$ cat src/rtl/riscv_pkg.sv
// Shared RV32I pipeline types and constants.
// Latency: n/a (declarations only).
// Backpressure: n/a (declarations only).
//
// Contents: XLEN, NOP_INSTR bubble encoding, default reset PC,
// and the IF/ID pipeline register payload type.
package riscv_pkg;

    localparam int XLEN = 32;

    // addi x0, x0, 0 -- the canonical bubble
    localparam logic [XLEN-1:0] NOP_INSTR        = 32'h0000_0013;
    localparam logic [XLEN-1:0] RESET_PC_DEFAULT = 32'h0000_0000;

    typedef struct packed {
        logic            valid;
        logic [XLEN-1:0] instr;
        logic [XLEN-1:0] pc;
        logic [XLEN-1:0] pc_plus4;
    } if_id_t;

endpackage

$ cat src/rtl/instruction_fetch_unit_if.sv
// Fetch-side bundle: instruction memory port, hazard/redirect inputs, IF/ID outputs.
// Latency: n/a (wires only).
// Backpressure: stall holds the fetch side; redirect overrides stall.
//
// master: the fetch unit (drives imem_addr, if_id_*, fault and count).
// slave:  the environment (memory, hazard unit, branch resolution, ID stage).
interface instruction_fetch_unit_if;
    import riscv_pkg::*;

    logic [XLEN-1:0] imem_addr;
    logic [XLEN-1:0] imem_data;
    logic            stall;
    logic            redirect_valid;
    logic [XLEN-1:0] redirect_target;
    logic            if_id_valid;
    logic [XLEN-1:0] if_id_instr;
    logic [XLEN-1:0] if_id_pc;
    logic [XLEN-1:0] if_id_pc_plus4;
    logic            misalign_fault;
    logic [XLEN-1:0] fault_pc;
    logic [XLEN-1:0] fetch_count;

    modport master (
        output imem_addr,
        input  imem_data,
        input  stall,
        input  redirect_valid,
        input  redirect_target,
        output if_id_valid,
        output if_id_instr,
        output if_id_pc,
        output if_id_pc_plus4,
        output misalign_fault,
        output fault_pc,
        output fetch_count
    );

    modport slave (
        input  imem_addr,
        output imem_data,
        output stall,
        output redirect_valid,
        output redirect_target,
        input  if_id_valid,
        input  if_id_instr,
        input  if_id_pc,
        input  if_id_pc_plus4,
        input  misalign_fault,
        input  fault_pc,
        input  fetch_count
    );

endinterface

$ cat src/rtl/if_id_register.sv
// Pipeline register holding an if_id_t with load / hold / flush controls.
// Latency: 1 cycle from d to q on load.
// Backpressure: load=0 and flush=0 holds contents; flush beats load.
//
// Ports: clk, rst (sync, active-high), load, flush, d, q.
// Flush inserts a bubble but keeps pc/pc_plus4 so downstream debug still
// sees the last real PC.
module if_id_register
    import riscv_pkg::*;
#(
    parameter logic [XLEN-1:0] FLUSH_INSTR = NOP_INSTR
) (
    input  logic   clk,
    input  logic   rst,
    input  logic   load,
    input  logic   flush,
    input  if_id_t d,
    output if_id_t q
);

    always_ff @(posedge clk) begin
        if (rst) begin
            q.valid    <= 1'b0;
            q.instr    <= FLUSH_INSTR;
            q.pc       <= '0;
            q.pc_plus4 <= '0;
        end else if (flush) begin
            q.valid <= 1'b0;
            q.instr <= FLUSH_INSTR;
        end else if (load) begin
            q <= d;
        end
    end

endmodule

$ cat src/rtl/instruction_fetch_unit.sv
// RV32I fetch stage: owns the PC, drives the combinational imem, fills IF/ID.
// Latency: 0 cycles PC->imem_addr, 1 cycle imem_data->IF/ID.
// Backpressure: stall freezes PC, IF/ID and count; redirect overrides stall and flushes.
//
// Ports: clk, rst (sync, active-high), bus (instruction_fetch_unit_if.master).
// Priority per edge: rst > redirect_valid > stall > advance.
module instruction_fetch_unit
    import riscv_pkg::XLEN;
    import riscv_pkg::if_id_t;
#(
    parameter logic [XLEN-1:0] RESET_PC  = riscv_pkg::RESET_PC_DEFAULT,
    parameter logic [XLEN-1:0] NOP_INSTR = riscv_pkg::NOP_INSTR
) (
    input  logic                      clk,
    input  logic                      rst,
    instruction_fetch_unit_if.master  bus
);

    logic [XLEN-1:0] pc_q;
    logic [XLEN-1:0] pc_plus4;
    logic            misalign_q;
    logic [XLEN-1:0] fault_pc_q;
    logic [XLEN-1:0] fetch_count_q;
    logic            advance;
    logic            target_misaligned;
    if_id_t          if_id_d;
    if_id_t          if_id_q;

    assign pc_plus4          = pc_q + 32'd4;
    assign advance           = !bus.redirect_valid && !bus.stall;
    assign target_misaligned = bus.redirect_target[1:0] != 2'b00;

    assign if_id_d = '{valid: 1'b1, instr: bus.imem_data, pc: pc_q, pc_plus4: pc_plus4};

    if_id_register #(.FLUSH_INSTR(NOP_INSTR)) u_if_id (
        .clk   (clk),
        .rst   (rst),
        .load  (advance),
        .flush (bus.redirect_valid),
        .d     (if_id_d),
        .q     (if_id_q)
    );

    always_ff @(posedge clk) begin
        if (rst) begin
            pc_q          <= RESET_PC;
            misalign_q    <= 1'b0;
            fault_pc_q    <= '0;
            fetch_count_q <= '0;
        end else if (bus.redirect_valid) begin
            // Low bits dropped so the PC stays word aligned; the fault flags it.
            pc_q <= {bus.redirect_target[XLEN-1:2], 2'b00};
            if (target_misaligned) begin
                misalign_q <= 1'b1;
                // Only the first offender is recorded.
                if (!misalign_q)
                    fault_pc_q <= bus.redirect_target;
            end
        end else if (!bus.stall) begin
            pc_q          <= pc_plus4;
            fetch_count_q <= fetch_count_q + 32'd1;
        end
    end

    assign bus.imem_addr      = pc_q;
    assign bus.if_id_valid    = if_id_q.valid;
    assign bus.if_id_instr    = if_id_q.instr;
    assign bus.if_id_pc       = if_id_q.pc;
    assign bus.if_id_pc_plus4 = if_id_q.pc_plus4;
    assign bus.misalign_fault = misalign_q;
    assign bus.fault_pc       = fault_pc_q;
    assign bus.fetch_count    = fetch_count_q;

endmodule

$ cat src/flat_wrapper.sv
// flat-port wrapper written by rule: the top's interface ports become plain ports
module instruction_fetch_unit_flat import riscv_pkg::XLEN; import riscv_pkg::if_id_t;
#(
    parameter logic [XLEN-1:0] RESET_PC  = riscv_pkg::RESET_PC_DEFAULT,
    parameter logic [XLEN-1:0] NOP_INSTR = riscv_pkg::NOP_INSTR
)
  (clk, rst, bus_imem_addr, bus_imem_data, bus_stall, bus_redirect_valid, bus_redirect_target, bus_if_id_valid, bus_if_id_instr, bus_if_id_pc, bus_if_id_pc_plus4, bus_misalign_fault, bus_fault_pc, bus_fetch_count);
  instruction_fetch_unit_if bus_i ();
  input  logic clk;
  input  logic rst;
  output wire logic [$bits(bus_i.imem_addr)-1:0] bus_imem_addr;
  input wire logic [$bits(bus_i.imem_data)-1:0] bus_imem_data;
  input wire logic [$bits(bus_i.stall)-1:0] bus_stall;
  input wire logic [$bits(bus_i.redirect_valid)-1:0] bus_redirect_valid;
  input wire logic [$bits(bus_i.redirect_target)-1:0] bus_redirect_target;
  output wire logic [$bits(bus_i.if_id_valid)-1:0] bus_if_id_valid;
  output wire logic [$bits(bus_i.if_id_instr)-1:0] bus_if_id_instr;
  output wire logic [$bits(bus_i.if_id_pc)-1:0] bus_if_id_pc;
  output wire logic [$bits(bus_i.if_id_pc_plus4)-1:0] bus_if_id_pc_plus4;
  output wire logic [$bits(bus_i.misalign_fault)-1:0] bus_misalign_fault;
  output wire logic [$bits(bus_i.fault_pc)-1:0] bus_fault_pc;
  output wire logic [$bits(bus_i.fetch_count)-1:0] bus_fetch_count;
  assign bus_imem_addr = bus_i.imem_addr;
  assign bus_i.imem_data = bus_imem_data;
  assign bus_i.stall = bus_stall;
  assign bus_i.redirect_valid = bus_redirect_valid;
  assign bus_i.redirect_target = bus_redirect_target;
  assign bus_if_id_valid = bus_i.if_id_valid;
  assign bus_if_id_instr = bus_i.if_id_instr;
  assign bus_if_id_pc = bus_i.if_id_pc;
  assign bus_if_id_pc_plus4 = bus_i.if_id_pc_plus4;
  assign bus_misalign_fault = bus_i.misalign_fault;
  assign bus_fault_pc = bus_i.fault_pc;
  assign bus_fetch_count = bus_i.fetch_count;
  instruction_fetch_unit #(.RESET_PC(RESET_PC), .NOP_INSTR(NOP_INSTR)) u_core (.clk(clk), .rst(rst), .bus(bus_i));
endmodule
$ cat config.mk
export PLATFORM = sky130hd
export DESIGN_NAME = instruction_fetch_unit_flat
export DESIGN_NICKNAME = d
export VERILOG_FILES = /design/src/rtl/riscv_pkg.sv /design/src/rtl/instruction_fetch_unit_if.sv /design/src/rtl/if_id_register.sv /design/src/rtl/instruction_fetch_unit.sv /design/src/flat_wrapper.sv
export SDC_FILE = /design/constraint.sdc
export NUM_CORES = 1
export LEC_CHECK = 0
export ABC_CLOCK_PERIOD_IN_PS = 2780
export BUFFER_PORTS_ARGS = -buffer_cell sky130_fd_sc_hd__buf_2
export CORE_ASPECT_RATIO = 1.25
export CORE_MARGIN = 2
export CORE_UTILIZATION = 52
export CTS_CLUSTER_DIAMETER = 30
export DETAILED_ROUTE_END_ITERATION = 6
export GPL_ROUTABILITY_DRIVEN = 0
export PLACE_DENSITY = 0.82
export SLEW_MARGIN = 20
export SYNTH_ARGS = -nofsm -noshare
export SYNTH_HDL_FRONTEND = slang
export SYNTH_HIERARCHICAL = 1
export SYNTH_SLANG_ARGS = --single-unit
$ cat constraint.sdc
create_clock -name clk -period 2.78 [get_ports clk]
set_clock_uncertainty 0.05 [all_clocks]
set_input_delay 0.278 -clock clk [delete_from_list [all_inputs] [get_ports clk]]
set_output_delay 0.278 -clock clk [all_outputs]
set_load 0.03 [all_outputs]
==> impl_metrics.yaml, run 1 <==
clock_network:
  cts_setup_buffers: 0
  cts_resized: 0
  ctsRootBufferMaster: "clkbuf_16"
  cts_tree: "done"
  clock_latency_ps: 430
  cts_hold_buf: 0
  cts_max_level: 4
  clockBufferDepth: 2
  numCtsBuffers: 17
  cts_sinks: 192
  clkTransAtPathRegs_ps: 80
cells_and_area:
  area_growth_pct: 21.7
  final_util_pct: 65.1
  nNetsFinal: 1307
  drive_above_1_share_pct: 27.6
  antennaDiodeCount: 0
  fill_cells: 1430
power:
  p_per_area_nw_per_um2: 562
  power.internal_uw: 4430
  clkPwrFrac_pct: 40.1
  power_uw: 6190
  swShare_pct: 28.4
  seqPwrFrac_pct: 47.4
  leakagePower_uw: 0.00454
  p_comb_share_pct: 12.5
  ir_drop_mv: 0.383
  p_switching_uw: 1760
synthesis:
  synth_edf_count: 0
  syn_area_per_cell_um2: 8.88
  netlist_top_cells_count: "192 x dfxtp_1, 108 x nand2_1, 82 x nor2_1"
  syn-cell-area_um2: 9040
  yosysTopAreaCellShare_pct: 42.5
  ys_top_cells_by_area: "dfxtp_1 43%, nand4bb_1 8.0%, nand2b_1 4.6%"
  yosysTopAreaCell: "dfxtp_1"
  synthArstFlopShare_pct: 0
  synth_warnings: 6
  netlist-cell-type-count: 49
  seq_area_frac_synth_pct: 42.5
  yosysMostFrequentCell: "dfxtp_1"
  synthCells: 1018
  dominantRegCellSynth: "dfxtp_1"
  synth-seq-cells: 192
global_route:
  grt_pass1_vias: 7462
  grt_pass1_wl_um: 38600
  grt_usage_pct: 26.3
  antenna_found_initial: 0
  grt-ovfl-total: 0
  grt_max_degree: 102
placement:
  pre_cts_slack_ps: 400
  hpwl_um: 18000
  portBuffers: 259
routing:
  drt_pass1_iterations: 5
  num_vias: 8285
  via_per_inst: 5.64
  post-route-drc-count: 0
  routed_wl_um: 25200
  drt-wirelength-per-cell_um: 17.1
  ant_nets: 0
  drtIter0Drc: 529
timing:
  drv_slew: 0
  fin_setup_tns_ps: 0
  max_freq_ghz: 0.410
  hold_slack_ps: 23.4
  slew_headroom_pct: 44.2
  worst_slack_ps: 340
  setup_violations: 0
  fin_crit_ps: 2440
  worst_pin_slew_ps: 830
  finalHoldViolations: 0
  fin_crit_sh_pct: 87.8
  rsz0062_at_grt: "false"
floorplan:
  core_um2: 16900
  initial_core_util_pct: 53.5
  dieArea_um2: 18500
  die_w_um: 122
  rows: 53
  io_pins: 262
  die_h_um: 151
worst_setup_path:
  path_cells: "ha_1 > nand3_2 > or4_4 > or4_1 > a311oi_1"
  path_max_fanout: 17
  rrSetupSlack_ps: 340
  r2r-start: "u_core/bus.imem_addr[3]"
  r2r-end: "u_core/bus.imem_addr[22]"
  cp-end-kind: "flop"
  cp-endpoint: "u_core/bus.imem_addr[22]"
  crit_type: "reg -> reg"
  reg2reg_depth: 5
  required_ps: 3060
  setup.worst_path.start: "u_core/bus.imem_addr[3]"
  setup.worst_path.start_class: "flop"
  crit_slowest_cell: "or4_4"
  cpPeakStageDelay_ps: 650
  arrival_ps: 2720
run:
  cap_violations: 0
outcome:
  status: "finished clean"
hold_path:
  hp-class: "in -> reg"
metrics by stage:
step / instances / cell area [um^2]
2_1_floorplan: 1023 / 9060
3_3_place_gp: 1438 / 10400
3_5_place_dp: 1438 / 10400
4_1_cts: 1470 / 11000
5_1_grt: 1470 / 11000
6_report: 1470 / 11000
power groups by stage:
stage	clock [uW]	combinational, uW	sequential [uW]
5_1_grt	2640	830	2940
4_1_cts	2540	775	2930
3_5_place_dp	0	772	2990
3_3_place_gp	0	763	2990
2_1_floorplan	0	365	3150
6_report	2480	775	2930
cell usage in the layout (no fill, tap or decap), types with 3 or more instances in the layout:
cell type and count:
a211oi_1 6, a21oi_1 62, a311oi_1 17, and3_1 8, and4_1 4, buf_12 3, buf_2 258, buf_4 22
clkbuf_16 17, clkinv_4 3, conb_1 7, dfxtp_1 192, inv_1 8, inv_6 3, inv_8 6, mux2_2 4
mux2i_1 34, nand2_1 108, nand2b_1 67, nand3_1 15, nand3_2 3, nand4_1 17, nand4bb_1 64, nor2_1 80
nor2b_1 4, nor3_1 17, nor4_1 7, o21ai_0 23, o21ai_1 48, o21ai_2 12, o31ai_1 18, or3_1 20
or4_1 20, xnor2_1 22, xor2_1 25
worst max-delay path: cells and delay by family (launching register included):
family / cells / cell delay [ps]
AND/OR/NAND/NOR: 3 / 1300
AO/OA/AOI/OAI: 1 / 290
adder cells (fa/ha/maj): 1 / 270
flip-flops: 1 / 440
area by class of cell:
type | count | area [um^2] | share of cell area [%]
Timing Repair Buffer | 284 | 1530 | 13.9
Clock inverter | 14 | 166 | 1.51
Sequential cell | 192 | 3840 | 34.9
Tap cell | 220 | 275 | 2.50
Multi-Input combinational cell | 734 | 4720 | 42.9
Clock buffer | 18 | 439 | 3.99
Inverter | 8 | 30.0 | 0.273
cells by family (layout without fill, tap and decap cells):
| logic type | count (synthesis) | count (layout) | synth area share, % |
|---|---|---|---|
| multiplexers | 38 | 38 | 4.26 |
| AND/OR/NAND/NOR | 447 | 447 | 29.9 |
| AO/OA/AOI/OAI | 193 | 193 | 12.8 |
| buffers and inverters | 97 | 324 | 5.56 |
| flip-flops | 192 | 192 | 42.5 |
| adder cells (fa/ha/maj) | 2 | 2 | 0.277 |
| other | 2 | 7 | 0.0831 |
| XOR/XNOR | 47 | 47 | 4.55 |
worst min path at each step:
stage                            startpoint                      end  depth (start not counted)
floorplan                  bus_imem_data[0]     u_core/u_if_id/q[64]                          2
global placement     u_core/bus.fault_pc[8]   u_core/bus.fault_pc[8]                          2
detailed placement  u_core/bus.fault_pc[30]  u_core/bus.fault_pc[30]                          2
CTS                        bus_imem_data[1]     u_core/u_if_id/q[65]                          3
global route               bus_imem_data[5]     u_core/u_if_id/q[69]                          3
finish                     bus_imem_data[1]     u_core/u_if_id/q[65]                          3
per-layer routing:
| metal | vias up | wire length, um | GRT usage (%) |
|---|---|---|---|
| li1 | 4046 | - | - |
| met1 | 3880 | 10400 | 33.6 |
| met2 | 338 | 12400 | 44.6 |
| met3 | 21 | 2060 | 5.61 |
| met4 | 0 | 288 | 7.87 |
| met5 | - | 0 | 0 |
state kept, by name (all words and copies together) (netlist names):
register / cells
u_core/bus.fetch_count: 32
u_core/bus.imem_addr: 30
u_core/u_if_id/q: 97
u_core/bus.misalign_fault: 1
u_core/bus.fault_pc: 32
Note: power is estimated with default switching activity, not from simulation.
==> run 2: changes to the inputs <==
--- a/config.mk
+++ b/config.mk
@@ -7,6 +7,7 @@
 export LEC_CHECK = 0
 export ABC_CLOCK_PERIOD_IN_PS = 2780
 export BUFFER_PORTS_ARGS = -buffer_cell sky130_fd_sc_hd__buf_2
+export CAP_MARGIN = 20
 export CORE_ASPECT_RATIO = 1.25
 export CORE_MARGIN = 2
 export CORE_UTILIZATION = 52
@@ -14,6 +15,7 @@
 export DETAILED_ROUTE_END_ITERATION = 6
 export GPL_ROUTABILITY_DRIVEN = 0
 export PLACE_DENSITY = 0.82
+export SKIP_LAST_GASP = 1
 export SLEW_MARGIN = 20
 export SYNTH_ARGS = -nofsm -noshare
 export SYNTH_HDL_FRONTEND = slang
==> constraint.sdc (replaced) <==
create_clock -name clk -period 2.78 [get_ports clk]
set_clock_uncertainty 0.05 [all_clocks]
set_input_delay 0.278 -clock clk [delete_from_list [all_inputs] [get_ports clk]]
set_output_delay 0.278 -clock clk [all_outputs]
set_load 0.1 [all_outputs]
==> run 2 against run 1 <==
Net effect: die area did not move; setup slack improved by 19 ps; largest cell class unchanged; largest power group unchanged; critical path type unchanged; combinational power rose by 61%.
==> impl_metrics.yaml, run 2 (same netlist as run 1, synthesis figures left out) <==
timing:
  fin_crit_ps: 2420
  drv_slew: 0
  rsz0062_at_grt: "false"
  fin_setup_tns_ps: 0
  finalHoldViolations: 0
  fin_crit_sh_pct: 87.1
  max_freq_ghz: 0.413
  setup_violations: 0
  slew_headroom_pct: 48.6
  worst_slack_ps: 359
  worst_pin_slew_ps: 765
worst_setup_path:
  cpPeakStageDelay_ps: 640
  crit_type: "reg -> reg"
  setup.worst_path.start_class: "flop"
  required_ps: 3070
  cp-end-kind: "flop"
  crit_slowest_cell: "or4_4"
  path_cells: "ha_1 > nand3_2 > or4_4 > or4_1 > a311oi_1"
  arrival_ps: 2710
  path_max_fanout: 17
power:
  ir_drop_mv: 0.347
  p_per_area_nw_per_um2: 605
  leakagePower_uw: 0.00451
cells_and_area:
  layout_common_cells: "258 x buf_2, 175 x dfxtp_1, 108 x nand2_1"
  antennaDiodeCount: 0
  top_register: "u_core/u_if_id/q"
  nNetsFinal: 1302
  final_common_cell: "buf_2"
  drive_above_1_share_pct: 28.7
  area_growth_pct: 21.5
  largest_reg_flops: 97
floorplan:
  rows: 53
  die_h_um: 151
  die_w_um: 122
  initial_core_util_pct: 53.5
  core_um2: 16900
  io_pins: 262
  dieArea_um2: 18500
global_route:
  grt_pass1_vias: 7461
  grt-ovfl-total: 0
  antenna_found_initial: 1
  grt_max_degree: 98
  grt_pass1_wl_um: 38800
  grt_usage_pct: 26.4
placement:
  portBuffers: 259
  hpwl_um: 17700
  pre_cts_slack_ps: 407
run:
  cap_violations: 0
clock_network:
  cts_resized: 0
  cts_max_level: 4
  clkTransAtPathRegs_ps: 80
  ctsRootBufferMaster: "clkbuf_16"
  cts_setup_buffers: 0
  clockBufferDepth: 2
  numCtsBuffers: 17
  cts_sinks: 192
  cts_tree: "done"
  cts_hold_buf: 0
  clock_latency_ps: 430
routing:
  ant_nets: 0
  post-route-drc-count: 0
  num_vias: 8331
  routed_wl_um: 25100
  drtIter0Drc: 610
  drt_pass1_iterations: 5
  via_per_inst: 5.69
  drt-wirelength-per-cell_um: 17.1
outcome:
  status: "finished clean"
hold_path:
  hp-class: "in -> reg"
-- run 2: cell count changes in the layout (fill, tap and decap cells not counted) --
| cell | change |
|---|---|
| dfxtp_2 | +17 |
| inv_6 | +3 |
| buf_12 | +1 |
| clkinvlp_4 | +2 |
| buf_4 | -6 |
| clkinv_4 | -1 |
| inv_8 | -3 |
| dfxtp_1 | -17 |
| clkbuf_8 | -1 |
-- run 2: layer usage --
| layer | GRT usage, % | vias up | share of wire (%) |
|---|---|---|---|
| met3 | 6.74 | 37 | 9.5 |
| li1 | - | 4032 | - |
| met2 | 43.0 | 354 | 47 |
| met4 | 8.68 | 2 | 1.7 |
| met1 | 34.3 | 3906 | 42 |
| met5 | 0 | - | 0.052 |
-- run 2: cell type report --
type / count / area (um^2)
Clock inverter: 15 / 165
Tap cell: 220 / 275
Inverter: 8 / 30.0
Fill cell: 1462 / 5920
Timing Repair Buffer: 279 / 1500
Multi-Input combinational cell: 734 / 4720
Sequential cell: 192 / 3860
Clock buffer: 17 / 425
-- run 2: power breakdown --
group          internal (uW)  switching (uW)  leakage (uW)
combinational            270             981       0.00265
sequential              2840            93.6       0.00157
clock                   1280            1180      0.000284
-- run 2: worst paths after layout --
check                                             start                  endpoint  slack, ps  cells after the start
worst max-delay path            u_core/bus.imem_addr[2]  u_core/bus.imem_addr[22]        360                      5
worst min register to register   u_core/bus.fault_pc[8]    u_core/bus.fault_pc[8]        400                      2
worst max register to register  u_core/bus.imem_addr[2]  u_core/bus.imem_addr[22]        360                      5
worst min-delay path                   bus_imem_data[1]      u_core/u_if_id/q[65]         20                      3
-- run 2: metrics by stage --
| step | hold slack [ps] | std cells | cell area, um^2 | utilization, % | total power, uW |
|---|---|---|---|---|---|
| after CTS | 4.16 | 1465 | 11000 | 65.0 | 6690 |
| after floorplan | 356 | 1023 | 9080 | - | 4000 |
| after detailed placement | 393 | 1433 | 10400 | 61.5 | 4240 |
| final | 21.3 | 1465 | 11000 | 65.0 | 6640 |
| after global placement | 388 | 1433 | 10400 | 61.5 | 4230 |
| after global routing | 27.9 | 1465 | 11000 | 65.0 | 6860 |
-- run 2: critical path: cells and delay by family, from the launching register on --
family / cells / cell delay [ps]
adder cells (fa/ha/maj): 1 / 260
flip-flops: 1 / 410
AO/OA/AOI/OAI: 1 / 290
AND/OR/NAND/NOR: 3 / 1300
==> run 3: changes to the inputs <==
--- a/config.mk
+++ b/config.mk
@@ -10,11 +10,11 @@
 export CAP_MARGIN = 20
 export CORE_ASPECT_RATIO = 1.25
 export CORE_MARGIN = 2
-export CORE_UTILIZATION = 52
+export CORE_UTILIZATION = 40
 export CTS_CLUSTER_DIAMETER = 30
 export DETAILED_ROUTE_END_ITERATION = 6
 export GPL_ROUTABILITY_DRIVEN = 0
-export PLACE_DENSITY = 0.82
+export PLACE_DENSITY = 0.66
 export SKIP_LAST_GASP = 1
 export SLEW_MARGIN = 20
 export SYNTH_ARGS = -nofsm -noshare
==> run 3 against run 2 <==
Net effect: core utilization fell by 15 points; sequential power is essentially flat; critical path depth is 1 lower; first-iteration DRC count down 14%; hold slack gained 3.0 ps; combinational power about the same.
==> impl_metrics.yaml, run 3 (same netlist as run 1, synthesis figures left out) <==
routing:
  num_vias: 8189
  ant_nets: 0
  routed_wl_um: 26100
  drt_pass1_iterations: 4
  post-route-drc-count: 0
  drt-wirelength-per-cell_um: 17.0
  via_per_inst: 5.33
  drtIter0Drc: 527
worst_setup_path:
  r2r-end: "u_core/bus.imem_addr[30]"
  crit_type: "reg -> reg"
  r2r-start: "u_core/bus.imem_addr[15]"
  required_ps: 3060
  cp-endpoint: "u_core/bus.imem_addr[30]"
  cpPeakStageDelay_ps: 730
  path_max_fanout: 15
  setup.worst_path.start_class: "flop"
  path_cells: "nand3_2 > or4_1 > nor4_1 > mux2_2"
  rrSetupSlack_ps: 430
  crit_slowest_cell: "or4_1"
  reg2reg_depth: 4
  setup.worst_path.start: "u_core/bus.imem_addr[15]"
  cp-end-kind: "flop"
  arrival_ps: 2630
clock_network:
  cts_tree: "done"
  numCtsBuffers: 17
  clockBufferDepth: 2
  cts_resized: 0
  cts_hold_buf: 1
  clock_latency_ps: 440
  cts_max_level: 4
  ctsRootBufferMaster: "clkbuf_16"
  cts_setup_buffers: 0
  cts_sinks: 192
  clkTransAtPathRegs_ps: 80
cells_and_area:
  final_common_cell: "buf_2"
  fin_area_um2: 11100
  largest_reg_flops: 97
  final_util_pct: 49.9
  nNetsFinal: 1309
  drive_above_1_share_pct: 29.0
  layout_common_cells: "258 x buf_2, 175 x dfxtp_1, 108 x nand2_1"
  area_growth_pct: 22.6
  top_register: "u_core/u_if_id/q"
  antennaDiodeCount: 0
power:
  power.internal_uw: 4300
  p_comb_share_pct: 19.1
  swShare_pct: 34.5
  leakagePower_uw: 0.00452
  power_uw: 6570
  clkPwrFrac_pct: 36.3
  p_per_area_nw_per_um2: 593
  p_switching_uw: 2270
  ir_drop_mv: 0.464
  seqPwrFrac_pct: 44.7
timing:
  fin_setup_tns_ps: 0
  fin_crit_ps: 2350
  slew_headroom_pct: 44.2
  worst_pin_slew_ps: 830
  max_freq_ghz: 0.425
  fin_crit_sh_pct: 84.6
  setup_violations: 0
  rsz0062_at_grt: "false"
  finalHoldViolations: 0
  drv_slew: 0
global_route:
  grt_usage_pct: 21.1
  grt_pass1_vias: 7496
  grt_pass1_wl_um: 40600
  grt-ovfl-total: 0
  antenna_found_initial: 0
  grt_max_degree: 119
placement:
  portBuffers: 259
  postPlaceCellArea_um2: 10500
  hpwl_um: 18500
floorplan:
  rows: 61
  die_w_um: 138
  dieArea_um2: 23800
  initial_core_util_pct: 40.7
  core_um2: 22200
  die_h_um: 172
  io_pins: 262
hold_path:
  hp-class: "in -> reg"
outcome:
  status: "finished clean"
run:
  cap_violations: 0
-- run 3: power by group through the flow --
stage | Sequential [uW] | Combinational (uW) | Clock [uW]
2_1_floorplan | 3620 | 375 | 0
3_3_place_gp | 2990 | 1250 | 0
3_5_place_dp | 3000 | 1250 | 0
4_1_cts | 2940 | 1260 | 2460
5_1_grt | 2950 | 1310 | 2580
6_report | 2940 | 1250 | 2380
-- run 3: stage by stage --
stage          setup WS [ps]  hold slack [ps]  cells
4_1_cts                  417             1.12   1535
5_1_grt                  303             10.8   1535
2_1_floorplan           13.9              356   1023
3_3_place_gp             468              390   1502
6_report                 428             24.2   1535
3_5_place_dp             416              396   1502
-- run 3: worst max-delay path, delay by kind of cell (launching register included) --
kind,cells,cell delay [ps]
simple gates,3,1380
flops,1,410
mux,1,390
-- run 3: worst min-delay path by stage --
stage,start,depth (start not counted),endpoint,slack [ps]
5_1_grt,bus_redirect_target[1],3,u_core/bus.fault_pc[1],10
6_report,bus_imem_data[4],3,u_core/u_if_id/q[68],20
4_1_cts,bus_imem_data[4],3,u_core/u_if_id/q[68],1
3_3_place_gp,u_core/bus.fault_pc[31],2,u_core/bus.fault_pc[31],390
2_1_floorplan,bus_imem_data[0],2,u_core/u_if_id/q[64],360
3_5_place_dp,u_core/bus.fault_pc[20],2,u_core/bus.fault_pc[20],400
-- run 3: layout make-up --
| class | count | area, um^2 |
|---|---|---|
| repair buffers | 286 | 1530 |
| clock inverters | 15 | 148 |
| clock buffers | 17 | 425 |
| fillers | 2164 | 11100 |
| inverters | 8 | 30.0 |
| multi-input cells | 734 | 4720 |
| flip-flops and latches | 192 | 3860 |
| well taps | 283 | 354 |
-- run 3: metal layers --
metal | vias up | track usage (%) | part of all wire (%)
met5 | - | 0 | 0
met4 | 0 | 5.68 | 1.4
met3 | 24 | 5.73 | 7.1
met2 | 281 | 33.9 | 46
met1 | 3840 | 28.1 | 46
li1 | 4044 | - | -
